==> config.mk <==
export PLATFORM = sky130hd
export DESIGN_NAME = gpmc_regbank
export DESIGN_NICKNAME = d
export VERILOG_FILES = /design/src/rtl/gpmc_defs.sv /design/src/rtl/gpmc_oneshot.sv /design/src/rtl/gpmc_regbank.sv
export SDC_FILE = /design/constraint.sdc
export NUM_CORES = 1
export LEC_CHECK = 0
export ABC_AREA = 1
export BUFFER_PORTS_ARGS = -buffer_cell sky130_fd_sc_hd__buf_4
export CAP_MARGIN = 5
export CORE_AREA = 4 4 160 124
export DETAILED_ROUTE_END_ITERATION = 6
export DIE_AREA = 0 0 164 128
export PLACE_DENSITY = 0.74
export SKIP_CTS_REPAIR_TIMING = 1
export SYNTH_ARGS = -nofsm -noshare
export SYNTH_HDL_FRONTEND = slang
export SYNTH_HIERARCHICAL = 1
export SYNTH_SLANG_ARGS = --single-unit
==> constraint.sdc <==
create_clock -name clk -period 4.3 [get_ports clk]
set_input_delay 1.29 -clock clk [delete_from_list [all_inputs] [get_ports clk]]
set_output_delay 1.29 -clock clk [all_outputs]
set_load 0.02 [all_outputs]
==> src/rtl/gpmc_defs.sv <==
// Shared GPMC bus-decode definitions: access-type encoding, default widths and
// the cs/we/oe decode used by gpmc_regbank and gpmc_sync.
package gpmc_defs;

    localparam int DEF_DATA_WIDTH = 16;
    localparam int DEF_ADDR_WIDTH = 5;

    typedef enum logic [1:0] {
        ACC_IDLE  = 2'd0,
        ACC_WRITE = 2'd1,
        ACC_READ  = 2'd2
    } acc_t;

    // All strobes are active-low; any combination other than a clean write or
    // a clean read (including all three low) is treated as idle.
    function automatic acc_t decode_access(input logic cs, input logic we, input logic oe);
        acc_t acc;
        acc = ACC_IDLE;
        if (!cs && !we && oe) begin
            acc = ACC_WRITE;
        end else if (!cs && we && !oe) begin
            acc = ACC_READ;
        end
        return acc;
    endfunction

endpackage

==> src/rtl/gpmc_oneshot.sv <==
// One-shot access detector: fires on the first cycle of an access and stays
// disarmed until a cycle without the access re-arms it.
module gpmc_oneshot (
    input  logic clk,
    input  logic rst_n,
    input  logic active,
    output logic fire
);

    logic armed;

    // Reset leaves the detector disarmed so a strobe still asserted when reset
    // is released cannot fire until the bus has gone inactive once.
    always_ff @(posedge clk) begin
        if (!rst_n) begin
            armed <= 1'b0;
        end else begin
            armed <= !active;
        end
    end

    assign fire = active && armed;

endmodule

==> src/rtl/gpmc_regbank.sv <==
// GPMC register bank: read-write control registers, read-only status registers,
// per-register write/read strobes. Optional macro GPMC_REGBANK_SELFCLR_EN.
module gpmc_regbank
    import gpmc_defs::*;
#(
    parameter int                    DATA_WIDTH   = DEF_DATA_WIDTH,
    parameter int                    ADDR_WIDTH   = DEF_ADDR_WIDTH,
    parameter int                    NUM_CTRL     = 8,
    parameter int                    NUM_STAT     = 4,
    parameter logic [DATA_WIDTH-1:0] SELFCLR_MASK = '0
) (
    input  logic                           clk,
    input  logic                           rst_n,
    input  logic                           cs,
    input  logic                           we,
    input  logic                           oe,
    input  logic [ADDR_WIDTH-1:0]          address,
    input  logic [DATA_WIDTH-1:0]          data_out,
    output logic [DATA_WIDTH-1:0]          data_in,
    output logic [NUM_CTRL*DATA_WIDTH-1:0] ctrl,
    output logic [NUM_CTRL-1:0]            wr_pulse,
    input  logic [NUM_STAT*DATA_WIDTH-1:0] stat,
    output logic [NUM_STAT-1:0]            rd_pulse
);

    acc_t                  acc;
    logic                  wr_fire;
    logic                  rd_fire;
    logic [DATA_WIDTH-1:0] regs [NUM_CTRL];
    logic [DATA_WIDTH-1:0] rd_mux;

    assign acc = decode_access(cs, we, oe);

    gpmc_oneshot u_wr_shot (
        .clk    (clk),
        .rst_n  (rst_n),
        .active (acc == ACC_WRITE),
        .fire   (wr_fire)
    );

    gpmc_oneshot u_rd_shot (
        .clk    (clk),
        .rst_n  (rst_n),
        .active (acc == ACC_READ),
        .fire   (rd_fire)
    );

    always_comb begin
        rd_mux = '0;
        for (int k = 0; k < NUM_CTRL; k++) begin
            if (address == ADDR_WIDTH'(k)) rd_mux = regs[k];
        end
        for (int i = 0; i < NUM_STAT; i++) begin
            if (address == ADDR_WIDTH'(NUM_CTRL + i)) rd_mux = stat[i*DATA_WIDTH +: DATA_WIDTH];
        end
    end

    always_ff @(posedge clk) begin
        if (!rst_n) begin
            for (int k = 0; k < NUM_CTRL; k++) regs[k] <= '0;
            wr_pulse <= '0;
            rd_pulse <= '0;
            data_in  <= '0;
        end else begin
            wr_pulse <= '0;
            rd_pulse <= '0;
            data_in  <= (acc == ACC_READ) ? rd_mux : '0;
`ifdef GPMC_REGBANK_SELFCLR_EN
            // Clear in the cycle the write strobe is visible; a commit below wins.
            if (wr_pulse[0]) regs[0] <= regs[0] & ~SELFCLR_MASK;
`endif
            for (int k = 0; k < NUM_CTRL; k++) begin
                if (wr_fire && address == ADDR_WIDTH'(k)) begin
                    regs[k]     <= data_out;
                    wr_pulse[k] <= 1'b1;
                end
            end
            for (int i = 0; i < NUM_STAT; i++) begin
                if (rd_fire && address == ADDR_WIDTH'(NUM_CTRL + i)) rd_pulse[i] <= 1'b1;
            end
        end
    end

`ifndef GPMC_REGBANK_SELFCLR_EN
    logic unused_selfclr_mask;
    assign unused_selfclr_mask = ^SELFCLR_MASK;
`endif

    for (genvar k = 0; k < NUM_CTRL; k++) begin : g_ctrl
        assign ctrl[k*DATA_WIDTH +: DATA_WIDTH] = regs[k];
    end

endmodule
==> impl_metrics.py <==
metrics = {
    "status": {
        "run_status": "finished clean",
    },
    "sta": {
        "tns_ns": 0,
        "final_max_slew_viol_count": 0,
        "rsz0062_at_grt": "false",
        "skew_ns": 0.01202,
        "max_clock_freq_mhz": 319.4,
        "finalCriticalPeriod_ns": 3.131,
        "timing.hold.ws_ns": 0.6336,
        "post-route-period-util_pct": 72.81,
        "tightest_slew_ns": 0.8138,
        "slew_headroom_pct": 45.69,
        "hold_violations": 0,
        "finalWorstSetupSlack_ns": 1.169,
        "setup_viol": 0,
    },
    "global_route": {
        "grt_pass1_wl_um": 35020,
        "grt_antenna_before_repair": 0,
        "overflow": 0,
        "grt_pass1_vias": 5891,
        "grt_max_degree": 30,
        "grt_util_all_layers_pct": 22.62,
    },
    "power": {
        "p_leak_uw": 0.004398,
        "power_uw": 3503,
        "power.density_nw_per_um2": 364.9,
        "ir_worst_vdd_mv": 0.2644,
    },
    "yosys": {
        "yosysUniqueCellTypes": 28,
        "syn-num-nets": 827,
        "yosys_warnings": 6,
        "synth-seq-cells": 158,
        "avgSynthCellArea_um2": 9.497,
        "synth-edff-count": 128,
        "syn_area_um2": 6999,
        "seq_area_frac_synth_pct": 63.50,
        "async_reset_ff_share_pct": 0,
        "netlist_instances": 737,
        "synth_ff_type": "edfxtp_1",
    },
    "layout": {
        "layout.cells.non_filler": 1242,
        "drive_above_1_share_pct": 31.36,
        "fill_cells": 1672,
        "diodes": 0,
        "nets": 1072,
        "area_growth_pct": 37.15,
    },
    "die": {
        "start_util_pct": 38.49,
        "fp.dieH_um": 128,
        "ios": 246,
        "core.rowCount": 43,
        "die_w_um": 164,
        "fp.coreArea_um2": 18180,
        "die_area_um2": 20990,
    },
    "flow_run": {
        "maxCapViolCount": 0,
    },
    "setup_path": {
        "reg2regPathDepth": 6,
        "cp-start-kind": "input port",
        "crit_path_end_kind": "flop",
        "critical_path_class": "input port to flop",
        "arrival_ns": 3.19,
        "worstPathRequired_ns": 4.35,
        "worst-path-max-fanout": 18,
    },
    "cts": {
        "cts_buffers": 17,
        "cts.path.max_buffers": 2,
        "numClockSinks": 158,
        "cts_max_level": 4,
        "clk_pin_slew_ns": 0.06,
        "cts_tree": "yes",
        "cts-root-buf": "clkbuf_16",
        "clkLatencyLatePin_ns": 0.43,
    },
    "placed_design": {
        "hpwl_um": 18730,
        "place.gp.congestion": 0.9490,
        "placed_cells": 1210,
        "dp_worst_setup_slack_ns": 0.7477,
        "port_buffers": 245,
    },
    "routing": {
        "drcViolationCount": 0,
        "drt_iter0_drc": 763,
        "avgRoutedWirePerCell_um": 19.38,
        "drt-vias-per-instance": 4.987,
        "ant_nets": 0,
        "drtPass1Iterations": 5,
        "wl_um": 24070,
        "vias": 6194,
    },
    "worst_hold_path": {
        "hp-class": "flop to flop",
        "whs_path_depth": 4,
    },
}
-- flip-flops by register name, indices dropped and copies added (netlist names) --
| name | count |
|---|---|
| rd_pulse | 4 |
| u_rd_shot/armed | 1 |
| regs | 128 |
| u_wr_shot/armed | 1 |
| data_in | 16 |
| wr_pulse | 8 |
-- Yosys cell counts (3+ instances only) --
master,count,share of area [%]
edfxtp_1,128,55
o21ai_0,17,1.2
buf_6,3,0.48
nand2_1,181,9.7
a21oi_1,13,0.93
nor3_1,3,0.21
nor2_8,3,0.86
clkbuf_1,5,0.27
nand4_1,38,3.4
nor2_2,5,0.45
nand3_1,9,0.64
nand2_2,4,0.36
nor2_4,6,0.97
inv_1,78,4.2
inv_2,8,0.43
nor2_1,181,9.7
dfxtp_1,30,8.6
buf_2,11,0.79
buf_4,3,0.32
-- path summary, 6_finish.rpt --
check / from / end / slack (ns)
setup / recovery: we / regs[0][35] / 1.17
hold reg to reg: regs[1][57] / data_in[9] / 0.63
hold / removal: regs[1][57] / data_in[9] / 0.63
setup reg to reg: u_wr_shot/armed / regs[0][35] / 2.30
-- stage by stage --
step	cell area, µm²	utilization [%]
3_3_place_gp	9040	49.71
5_1_grt	9599	52.79
6_report	9599	52.79
4_1_cts	9599	52.79
2_1_floorplan	6999	-
3_5_place_dp	9040	49.71
-- kinds of logic after synthesis --
| kind of cell | Yosys count | share of synthesized area [%] |
|---|---|---|
| buffers and inverters | 108 | 6.471 |
| AO/OA/AOI/OAI | 31 | 2.270 |
| AND/OR/NAND/NOR | 440 | 27.76 |
| flip-flops | 158 | 63.50 |
-- final cells by class --
type	instances	area [µm²]	area share [%]
Sequential cell	158	4444	46.30
Clock inverter	14	130.1	1.356
Clock buffer	18	429.2	4.471
Inverter	86	322.8	3.363
Timing Repair Buffer	248	1862	19.40
Tap cell	247	309.0	3.219
Multi-Input combinational cell	471	2102	21.90
-- worst max-delay path, stage by stage --
cell and delay (ns):
buf_4 0.11, nor3b_1 0.41, nand2_1 0.11, inv_1 0.24, inv_1 0.18, nor2_1 0.17, inv_2 0.15, nand2_1 0.52
-- power by group --
part | leakage [µW] | internal [µW] | total [µW] | switching [µW]
clock | 0.000273 | 807 | 1450 | 641
combinational | 0.00252 | 125 | 325 | 199
sequential | 0.00160 | 1700 | 1730 | 33.9
-- cells in the final DEF, fill, tap and decap left out, types with 3 or more instances in the layout --
cell / count
a21oi_1: 13
buf_4: 248
clkbuf_16: 17
clkinv_2: 3
dfxtp_1: 30
edfxtp_1: 128
inv_1: 78
inv_2: 8
inv_6: 7
nand2_1: 181
nand2_2: 4
nand3_1: 9
nand4_1: 38
nor2_1: 181
nor2_2: 5
nor2_4: 6
nor2_8: 3
nor3_1: 3
o21ai_0: 15
-- metal layers --
metal | GRT usage (%) | part of all wire [%]
met5 | 0 | 0
met4 | 5.325 | 1.6
met3 | 7.200 | 13
met2 | 34.44 | 44
met1 | 31.75 | 41
(Power assumes the default switching activity.)
